<file path="src/rtl/ahb_timer_pkg.sv">
// Shared definitions for the AHB timer slave: register offsets, CTRL/STATUS bit
// positions, AHB encodings and the data-phase FSM state type.
package ahb_timer_pkg;

   // Word offsets within the decoded HADDR window
   localparam logic [7:0] OffCtrl     = 8'h00;
   localparam logic [7:0] OffLoad     = 8'h04;
   localparam logic [7:0] OffValue    = 8'h08;
   localparam logic [7:0] OffStatus   = 8'h0C;
   localparam logic [7:0] OffPrescale = 8'h10;

   // CTRL and STATUS bit indices
   localparam int unsigned CtrlEnBit     = 0;
   localparam int unsigned CtrlIeBit     = 1;
   localparam int unsigned CtrlReloadBit = 2;
   localparam int unsigned StatusPendBit = 0;

   // Prescaler width when the prescaler is built in
   localparam int unsigned PrescaleW = 8;

   // AHB encodings
   localparam logic [1:0] HTransIdle   = 2'b00;
   localparam logic [1:0] HTransBusy   = 2'b01;
   localparam logic [1:0] HTransNonseq = 2'b10;
   localparam logic [1:0] HTransSeq    = 2'b11;
   localparam logic [1:0] HRespOkay    = 2'b00;
   localparam logic [1:0] HRespError   = 2'b01;
   localparam logic [2:0] HSizeWord    = 3'b010;

   // Data-phase FSM
   typedef enum logic [2:0] {
      StIdle = 3'd0,
      StWait = 3'd1,
      StDone = 3'd2,
      StErr1 = 3'd3,
      StErr2 = 3'd4
   } ahb_state_e;

endpackage

</file>
<file path="src/rtl/ahb_timer_core.sv">
// Down-counter core: VALUE decrement, reload/stop on underflow and the PEND flag.
// Optional prescaler enabled by defining AHB_TIMER_PRESCALER_EN.
module ahb_timer_core
   import ahb_timer_pkg::*;
(
   input  logic                 clk_i,
   input  logic                 rst_ni,
   input  logic                 en_i,
   input  logic                 reload_i,
   input  logic [31:0]          load_val_i,
   input  logic                 load_wr_i,
   input  logic [31:0]          load_wdata_i,
   input  logic                 pend_clr_i,
`ifdef AHB_TIMER_PRESCALER_EN
   input  logic [PrescaleW-1:0] prescale_i,
`endif
   output logic [31:0]          value_o,
   output logic                 pend_o,
   output logic                 en_clr_o
);

   logic        tick;
   logic [31:0] value_q, value_d;
   logic        pend_q, pend_d;
   logic        pend_set;

`ifdef AHB_TIMER_PRESCALER_EN
   logic [PrescaleW-1:0] pcnt_q, pcnt_d;

   // Prescale count: held at zero while disabled, so an EN 0->1 edge starts a fresh period;
   // >= guards against PRESCALE being lowered below the running count.
   always_comb begin
      pcnt_d = pcnt_q;
      tick   = 1'b0;
      if (!en_i) begin
         pcnt_d = '0;
      end else if (pcnt_q >= prescale_i) begin
         tick   = 1'b1;
         pcnt_d = '0;
      end else begin
         pcnt_d = pcnt_q + 1'b1;
      end
   end

   // Prescale counter register
   always_ff @(posedge clk_i or negedge rst_ni) begin
      if (!rst_ni) begin
         pcnt_q <= '0;
      end else begin
         pcnt_q <= pcnt_d;
      end
   end
`else
   // Without a prescaler every enabled cycle is a tick
   assign tick = en_i;
`endif

   // Counter next state: decrement, underflow handling, then bus LOAD write wins
   always_comb begin
      value_d  = value_q;
      pend_set = 1'b0;
      en_clr_o = 1'b0;
      if (tick) begin
         if (value_q == 32'd0) begin
            pend_set = 1'b1;
            if (reload_i) begin
               value_d = load_val_i;
            end else begin
               en_clr_o = 1'b1;
            end
         end else begin
            value_d = value_q - 32'd1;
         end
      end
      if (load_wr_i) begin
         value_d = load_wdata_i;
      end
      // Setting beats a simultaneous write-1-to-clear
      pend_d = pend_set | (pend_q & ~pend_clr_i);
   end

   // Counter and pending-flag registers
   always_ff @(posedge clk_i or negedge rst_ni) begin
      if (!rst_ni) begin
         value_q <= '0;
         pend_q  <= 1'b0;
      end else begin
         value_q <= value_d;
         pend_q  <= pend_d;
      end
   end

   assign value_o = value_q;
   assign pend_o  = pend_q;

endmodule

</file>
<file path="src/rtl/ahb_timer_slave.sv">
// AHB-Lite timer slave: data-phase FSM, register file and the timer core.
// Define AHB_TIMER_PRESCALER_EN to add the PRESCALE register at offset 0x10.
module ahb_timer_slave
   import ahb_timer_pkg::*;
#(
   parameter int unsigned WAIT_STATES = 1,
   parameter int unsigned ADDR_W      = 5
) (
   input  logic        HCLK,
   input  logic        HRESETn,
   input  logic        HSEL,
   input  logic [31:0] HADDR,
   input  logic [1:0]  HTRANS,
   input  logic        HWRITE,
   input  logic [2:0]  HSIZE,
   input  logic [31:0] HWDATA,
   input  logic        HREADY,
   output logic [31:0] HRDATA,
   output logic        HREADYOUT,
   output logic [1:0]  HRESP,
   output logic        IRQ
);

   localparam logic [2:0] WaitLast = (WAIT_STATES == 0) ? 3'd0 : 3'(WAIT_STATES - 1);

   function automatic logic off_is(input logic [ADDR_W-1:0] a, input logic [7:0] off);
      return a == ADDR_W'(off);
   endfunction

   function automatic logic off_known(input logic [ADDR_W-1:0] a);
      logic k;
      k = off_is(a, OffCtrl) | off_is(a, OffLoad) | off_is(a, OffValue) | off_is(a, OffStatus);
`ifdef AHB_TIMER_PRESCALER_EN
      k = k | off_is(a, OffPrescale);
`endif
      return k;
   endfunction

   ahb_state_e        state_q, state_d;
   logic [2:0]        wait_cnt_q, wait_cnt_d;
   logic [ADDR_W-1:0] addr_q;
   logic              write_q;
   logic [2:0]        size_q;

   logic [ADDR_W-1:0] haddr_off;
   logic              accept;
   logic              req_err;

   logic              en_q, ie_q, reload_q;
   logic [31:0]       load_q;
   logic [31:0]       value;
   logic              pend;
   logic              en_clr;
   logic              wr_en, wr_ctrl, wr_load, wr_status;
   logic [31:0]       rdata;

   logic              unused_bus;
   assign unused_bus = ^{HADDR[31:ADDR_W], HTRANS[0]};

   assign haddr_off = HADDR[ADDR_W-1:0];
   assign accept    = HSEL & HTRANS[1] & HREADY;
   assign req_err   = (HSIZE != HSizeWord) | ~off_known(haddr_off)
                    | (HWRITE & off_is(haddr_off, OffValue));

   // FSM state and wait counter registers
   always_ff @(posedge HCLK or negedge HRESETn) begin
      if (!HRESETn) begin
         state_q    <= StIdle;
         wait_cnt_q <= '0;
      end else begin
         state_q    <= state_d;
         wait_cnt_q <= wait_cnt_d;
      end
   end

   // FSM next state; DONE and ERR2 may take a new transfer with no idle gap
   always_comb begin
      state_d    = state_q;
      wait_cnt_d = wait_cnt_q;
      unique case (state_q)
         StIdle, StDone, StErr2: begin
            if (accept) begin
               if (req_err) begin
                  state_d = StErr1;
               end else if (WAIT_STATES == 0) begin
                  state_d = StDone;
               end else begin
                  state_d    = StWait;
                  wait_cnt_d = WaitLast;
               end
            end else begin
               state_d = StIdle;
            end
         end
         StWait: begin
            if (wait_cnt_q == 3'd0) begin
               state_d = StDone;
            end else begin
               wait_cnt_d = wait_cnt_q - 3'd1;
            end
         end
         StErr1:  state_d = StErr2;
         default: state_d = StIdle;
      endcase
   end

   // FSM outputs; read data is only driven in DONE of a read
   always_comb begin
      HREADYOUT = 1'b1;
      HRESP     = HRespOkay;
      HRDATA    = '0;
      unique case (state_q)
         StWait: HREADYOUT = 1'b0;
         StDone: begin
            if (!write_q) begin
               HRDATA = rdata;
            end
         end
         StErr1: begin
            HREADYOUT = 1'b0;
            HRESP     = HRespError;
         end
         StErr2:  HRESP = HRespError;
         default: ;
      endcase
   end

   // Address-phase capture
   always_ff @(posedge HCLK or negedge HRESETn) begin
      if (!HRESETn) begin
         addr_q  <= '0;
         write_q <= 1'b0;
         size_q  <= '0;
      end else if (accept) begin
         addr_q  <= haddr_off;
         write_q <= HWRITE;
         size_q  <= HSIZE;
      end
   end

   // Errored transfers never reach DONE, so a DONE write is always a legal one
   assign wr_en     = (state_q == StDone) & write_q & (size_q == HSizeWord);
   assign wr_ctrl   = wr_en & off_is(addr_q, OffCtrl);
   assign wr_load   = wr_en & off_is(addr_q, OffLoad);
   assign wr_status = wr_en & off_is(addr_q, OffStatus);

   // CTRL and LOAD registers; a bus CTRL write beats the core's EN clear
   always_ff @(posedge HCLK or negedge HRESETn) begin
      if (!HRESETn) begin
         en_q     <= 1'b0;
         ie_q     <= 1'b0;
         reload_q <= 1'b0;
         load_q   <= '0;
      end else begin
         if (wr_ctrl) begin
            en_q     <= HWDATA[CtrlEnBit];
            ie_q     <= HWDATA[CtrlIeBit];
            reload_q <= HWDATA[CtrlReloadBit];
         end else if (en_clr) begin
            en_q <= 1'b0;
         end
         if (wr_load) begin
            load_q <= HWDATA;
         end
      end
   end

`ifdef AHB_TIMER_PRESCALER_EN
   logic [PrescaleW-1:0] prescale_q;
   logic                 wr_prescale;
   assign wr_prescale = wr_en & off_is(addr_q, OffPrescale);

   // PRESCALE register
   always_ff @(posedge HCLK or negedge HRESETn) begin
      if (!HRESETn) begin
         prescale_q <= '0;
      end else if (wr_prescale) begin
         prescale_q <= HWDATA[PrescaleW-1:0];
      end
   end
`endif

   // Read mux for the data-phase address
   always_comb begin
      rdata = '0;
      if (off_is(addr_q, OffCtrl)) begin
         rdata[CtrlEnBit]     = en_q;
         rdata[CtrlIeBit]     = ie_q;
         rdata[CtrlReloadBit] = reload_q;
      end else if (off_is(addr_q, OffLoad)) begin
         rdata = load_q;
      end else if (off_is(addr_q, OffValue)) begin
         rdata = value;
      end else if (off_is(addr_q, OffStatus)) begin
         rdata[StatusPendBit] = pend;
`ifdef AHB_TIMER_PRESCALER_EN
      end else if (off_is(addr_q, OffPrescale)) begin
         rdata[PrescaleW-1:0] = prescale_q;
`endif
      end
   end

   ahb_timer_core u_core (
      .clk_i        (HCLK),
      .rst_ni       (HRESETn),
      .en_i         (en_q),
      .reload_i     (reload_q),
      .load_val_i   (load_q),
      .load_wr_i    (wr_load),
      .load_wdata_i (HWDATA),
      .pend_clr_i   (wr_status & HWDATA[StatusPendBit]),
`ifdef AHB_TIMER_PRESCALER_EN
      .prescale_i   (prescale_q),
`endif
      .value_o      (value),
      .pend_o       (pend),
      .en_clr_o     (en_clr)
   );

   assign IRQ = pend & ie_q;

endmodule

</file>
<file path="config.mk">
export PLATFORM = sky130hd
export DESIGN_NAME = ahb_timer_slave
export DESIGN_NICKNAME = d
export VERILOG_FILES = /design/src/rtl/ahb_timer_pkg.sv /design/src/rtl/ahb_timer_core.sv /design/src/rtl/ahb_timer_slave.sv
export SDC_FILE = /design/constraint.sdc
export NUM_CORES = 1
export LEC_CHECK = 0
export CORE_ASPECT_RATIO = 1.1
export CORE_MARGIN = 1
export CORE_UTILIZATION = 40
export CTS_BUF_LIST = sky130_fd_sc_hd__clkbuf_8
export DETAILED_ROUTE_END_ITERATION = 7
export PLACE_DENSITY_LB_ADDON = 0.05
export REMOVE_ABC_BUFFERS = 1
export SYNTH_ARGS = -nofsm -noshare
export SYNTH_HDL_FRONTEND = slang
export SYNTH_SLANG_ARGS = --single-unit
export TNS_END_PERCENT = 100
</file>
<file path="constraint.sdc">
create_clock -name HCLK -period 3.3 [get_ports HCLK]
set_input_delay 0.33 -clock HCLK [delete_from_list [all_inputs] [get_ports HCLK]]
set_output_delay 0.33 -clock HCLK [all_outputs]
set_load 0.02 [all_outputs]
</file>
# Word level (Yosys, flattened, before mapping)
# Index checks and enable logic that the tools add are counted.
dict set report totals {
  ff_bits 83
  input_bits 74
}
dict set report classes {
  addsub 2
  muxes 29
  bitwise 19
  eq_ne 17
  reduce_logical 13
}
# op n
set ops {}
lappend ops {{32-bit 2-to-1 mux} 7}
lappend ops {{32-bit zero test} 1}
lappend ops {{32-bit by 1-bit subtractor with 32-bit output, second input constant} 1}
lappend ops {{31-bit 2-to-1 mux} 1}
lappend ops {{29-bit 2-to-1 mux} 1}
lappend ops {{5-bit by 4-bit == test with 1-bit output, second input constant} 4}
lappend ops {{3-bit 2-to-1 mux} 6}
lappend ops {{1-bit AND} 11}
lappend ops {{1-bit 2-to-1 mux} 11}
lappend ops {{5-bit by 3-bit == test with 1-bit output, second input constant} 2}
lappend ops {{5-bit zero test} 2}
lappend ops {{3-bit by 2-bit == test with 1-bit output, second input constant} 3}
lappend ops {{3-bit case mux with 3 select lines} 1}
lappend ops {{2-bit inequality test, second input constant} 4}
lappend ops {{3-bit zero test} 2}
lappend ops {{3-bit by 2-bit inequality test with 1-bit output, second input constant} 2}
lappend ops {{1-bit OR} 6}
lappend ops {{3-bit case mux with 2 select lines} 1}
lappend ops {{2-bit nonzero test} 3}
lappend ops {{4-bit AND reduction} 1}
lappend ops {{2-bit OR reduction} 2}
lappend ops {{3-bit by 1-bit == test with 1-bit output, second input constant} 1}
lappend ops {{3-bit == test, second input constant} 1}
lappend ops {{3-bit OR reduction} 1}
lappend ops {{other kinds (4)} 5}

# Longest topological paths before layout
dict set report logic_depth {
  depth_word 10
  ltp_mapped 10
}

# Hierarchy
# Synthesis repeated with hierarchy kept, for this count alone.
dict set report hier_totals {
  cells_unflattened 540
  hier_area_um2 5143.7
}
# mod cells_each area_each_um2 seq_area_each_um2 n_inst
set by_module_without_submodules {}
lappend by_module_without_submodules {ahb_timer_slave 229 2663.8 1251.2 1}
lappend by_module_without_submodules {ahb_timer_core 311 2479.9 825.8 1}

# Worst setup path before layout
# No wires, ideal clock.
dict set report synth_timing {
  path_type {flip-flop to flip-flop}
  from {register u_core.value_q[14], in the netlist u_core.value_o[14]}
  to {register u_core.value_q[5], in the netlist u_core.value_o[5]}
  t_required_ps 3181
  synth_period_minus_slack_ps 2622
  arrival_ps 2503
  slack_ps 678
  n_path_buf 2
  stages_incl_launch_ff 9
  cell_sequence {dfrtp_1 > or4_4 > or4_4 > buf_6 > o41ai_4 > and2_1 > buf_6 > a31oi_1 > a21o_2}
}
dict set report synth_via {
  elab_chain_len 4
}
# element line_no
set synth_lines {}
lappend synth_lines {{start, declared} ahb_timer_core.sv:23} ;# logic [31:0] value_q, value_d;
lappend synth_lines {{start signal, assigned} ahb_timer_core.sv:88} ;# value_q <= value_d;
lappend synth_lines {{32-bit zero test (*)} ahb_timer_core.sv:64} ;# if (value_q == 32'd0) begin
lappend synth_lines {{32-bit 2-to-1 mux} ahb_timer_core.sv:64}
lappend synth_lines {{32-bit 2-to-1 mux} ahb_timer_core.sv:63} ;# if (tick) begin
lappend synth_lines {{32-bit 2-to-1 mux} ahb_timer_core.sv:75} ;# if (load_wr_i) begin
# Every way passes the cells marked *; elsewhere a longest branch is shown, timed or not. The select of a mux whose other input is x is not followed.
# A chain may end at the register's enable or synchronous reset.

# Worst setup path after layout
dict set report layout_timing {
  from {register addr_q[4]}
  to {output HRDATA[7]}
}
dict set report layout_via {
  elab_chain_len 6
}
# element line_no
set layout_lines {}
lappend layout_lines {{start, declared} ahb_timer_slave.sv:41} ;# logic [ADDR_W-1:0] addr_q;
lappend layout_lines {{start signal, assigned} ahb_timer_slave.sv:135} ;# addr_q <= haddr_off;
lappend layout_lines {{5-bit by 4-bit == test with 1-bit output} ahb_timer_slave.sv:27} ;# return a == ADDR_W'(off);
lappend layout_lines {{31-bit 2-to-1 mux} ahb_timer_slave.sv:192} ;# end else if (off_is(addr_q, OffValue)) begin
lappend layout_lines {{32-bit 2-to-1 mux} ahb_timer_slave.sv:190} ;# end else if (off_is(addr_q, OffLoad)) begin
lappend layout_lines {{29-bit 2-to-1 mux (*)} ahb_timer_slave.sv:186} ;# if (off_is(addr_q, OffCtrl)) begin
lappend layout_lines {{32-bit 2-to-1 mux (*)} ahb_timer_slave.sv:115} ;# if (!write_q) begin
lappend layout_lines {{32-bit 2-to-1 mux (*)} ahb_timer_slave.sv:112} ;# unique case (state_q)
lappend layout_lines {{end, declared} ahb_timer_slave.sv:18} ;# output logic [31:0] HRDATA,
# Every way passes the cells marked *; elsewhere a longest branch is shown, timed or not.

==> impl_metrics.tcl <==
set metrics [dict create \
    path_cells "or3_1 -> nor3b_2 -> buf_4 -> a22oi_1 -> nor2_1 -> clkdlybuf4s50_1" \
    area_growth_pct 23.7 \
    design_area_sq_um 6220 \
    grt_max_degree 36 \
    n_antenna_cell 0 \
    setup.worst_path.end_class "output pin" \
    slew_viol_final 0 \
    max_slew_margin_pct 28.2 \
    num_rows 42 \
    slowest_stage "clkdlybuf4s50_1" \
    clockBufferDepth 2 \
    cap_violations 0 \
    cts-root-buf "clkbuf_8" \
    rr_endpoint "u_core.value_o[29]$_DFFE_PN0P_" \
    setup_violations 0 \
    clkLatencyLatePin_ns 0.38 \
    drtAntennaViolNets 0 \
    drt_iter0_drc 329 \
    ir_drop_uv 361 \
    grt_usage_pct 23.9 \
    syn_area_sq_um 5030 \
    p_total_mw 3.34 \
    viasPerCell 5.73 \
    finalCritPeriodShare_pct 92.0 \
    ys_seq_area_share_pct 41.3 \
    wl_per_cell_um 17.6 \
    grt_first_pass_wirelength_um 24000 \
    rsz0062_at_grt "false" \
    fin_crit_ns 3.04 \
    postLayoutCoreUtil_pct 51.2 \
    finClkSkew_ns 0.0119 \
    dp_slack_ns 0.500 \
    netlist-cell-type-count 69 \
    finalSetupTns_ns 0 \
    instances_no_fill 835 \
    die_area_sq_um 13000 \
    vias 4783 \
    power.density_nw_per_um2 536 \
    path_max_fanout 29 \
    worst_pin_slew_ns 1.07 \
    critPathLaunchType "register" \
    grt_pass1_vias 4566 \
    worstSetupPathDepth 6 \
    routed_wl_um 14700 \
    clk_pin_slew_ns 0.09 \
    r2r_start "u_core.value_o[14]$_DFFE_PN0P_" \
    layout-drive-gt1-share_pct 11.6 \
    max_stage_delay_ns 0.62 \
    num_io_pins 110 \
    outcome "complete, no violations" \
    gp_congestion 0.795 \
    cts_buffers 9 \
    yosys_warnings 0 \
    fmax_mhz 329 \
    worst_slack_ns 0.263 \
    place_inst 818 \
    hp-class "input pin to asynchronous set/reset pin" \
    yosys_register_bits 83 \
    post_synth.cell_area_avg_sq_um 8.37 \
    cts_resized 0 \
    clock-sinks 83 \
    first_pass_iters 5 \
    portBuffers 80 \
    cp.required_ns 2.97 \
    synthesis.instances 601 \
    place_area_sq_um 6010 \
    async_reset_ff_share_pct 100 \
    critical_path_buf_inv_count 2 \
    finalHoldWorstSlack_ns 0.393 \
    tritoncts "done" \
    htree_levels 3 \
    finalHoldViolCount 0 \
    die-height_um 120 \
    cts_setup_buffers 0 \
    coreArea_sq_um 12100 \
    worst_ep_arrival_time_ns 2.71 \
    ff2ff_path_depth 5 \
    synth_edf_count 0 \
    r2r_slack_ns 0.48 \
    synth_flop_cell "dfrtp_1" \
    crit_type "register to output pin" \
    n_fill_cell 1190 \
    antenna_found_initial 0 \
    hpwlAfterDp_um 10100 \
    die-width_um 109 \
    path_delay_family "buffers and inverters" \
    drc_errors 0 \
    nNetsFinal 754 \
    grt_overflow 0 \
    postCtsHoldBufs 1 \
    start_util_pct 41.4 \
    power_leakage_nw 2.40 \
]
synth_stat cells (4+ instances only):
master    instances  area (sq um)
mux2_2           10           113
nand2b_1          5          31.3
o31ai_1           4          30.0
clkbuf_1         31           116
nand3_1          12          60.1
o221ai_1          6          52.6
ha_1              4          50.1
xor2_1            5          43.8
xnor2_1           6          52.6
o211ai_1         17           128
nand2_1         127           477
nand4_1          11          68.8
nor2_1           67           251
dfrtp_1          83          2080
nor4_1           13          81.3
o21ai_0          12          60.1
inv_1            10          37.5
or4_1             5          37.5
a31oi_1          18           113
a21oi_1          31           155
or3_1             4          25.0
a22oi_1          29           218
nor3b_1           4          30.0
nor3_1           15          75.1
layout make-up:
cell class              instances  area [sq um]  area share [%]
clock buffers                  10           138            2.21
clock inverters                 6          56.3           0.905
repair buffers                107          1000            16.1
well taps                     154           193            3.10
multi-input cells             465          2710            43.6
flip-flops and latches         83          2080            33.4
inverters                      10          37.5           0.604
how the worst max path moves through the flow:
stage	startpoint	end
after floorplan	addr_q[4]$_DFFE_PN0P_	HRDATA[10]
final	addr_q[4]$_DFFE_PN0P_	HRDATA[7]
after detailed placement	u_core.value_o[14]$_DFFE_PN0P_	u_core.value_o[5]$_DFFE_PN0P_
after global placement	u_core.value_o[14]$_DFFE_PN0P_	u_core.value_o[5]$_DFFE_PN0P_
after global routing	addr_q[4]$_DFFE_PN0P_	HRDATA[7]
after CTS	addr_q[4]$_DFFE_PN0P_	HRDATA[7]
routing by layer:
metal	vias up	global-route usage [%]	routed length (um)	share of wire, %
met5	-	0	0	0
li1	2321	-	-	-
met3	14	3.20	624	4.2
met2	128	39.1	7140	49
met1	2320	31.6	6730	46
met4	0	9.29	227	1.5
sequential cells by signal, summed over array words and instances (netlist names):
signal          flops
load_q             32
size_q              3
ie_q                1
addr_q              5
write_q             1
u_core.pend_o       1
u_core.value_o     32
reload_q            1
en_q                1
wait_cnt_q          3
state_q             3
where the power goes:
| group | internal [mW] | leakage, nW | total (mW) | switching [mW] |
|---|---|---|---|---|
| combinational | 0.513 | 1.43 | 1.03 | 0.515 |
| sequential | 1.23 | 0.858 | 1.54 | 0.311 |
| clock | 0.364 | 0.103 | 0.764 | 0.400 |
| total | 2.11 | 2.40 | 3.33 | 1.23 |
layout by cell type (no fill, tap or decap), types with 12 or more instances in the layout:
cell type and count:
nand2_1 127, dfrtp_1 83, clkdlybuf4s50_1 79, nor2_1 67, a21oi_1 31, a22oi_1 29, buf_4 27, a31oi_1 18
o211ai_1 17, nor3_1 15, nor4_1 13, nand3_1 12, o21ai_0 12
logic make-up after synthesis:
| group | Yosys count | synth area share, % |
|---|---|---|
| compound gates | 143 | 19.9 |
| xor+xnor | 11 | 1.92 |
| fa+ha+maj | 4 | 0.995 |
| buf+inv | 53 | 5.13 |
| flops | 83 | 41.3 |
| mux | 13 | 3.09 |
| other cells | 1 | 0.0746 |
| simple gates | 293 | 27.6 |
worst reg2reg max path, cell delays in order (launching register included):
cell     delay (ns)
dfrtp_1        0.46
or4_4          0.57
nor4_1         0.57
a31oi_1        0.52
a311o_1        0.49
a21oi_1        0.13
No activity file was read; power rests on OpenSTA's default activity.
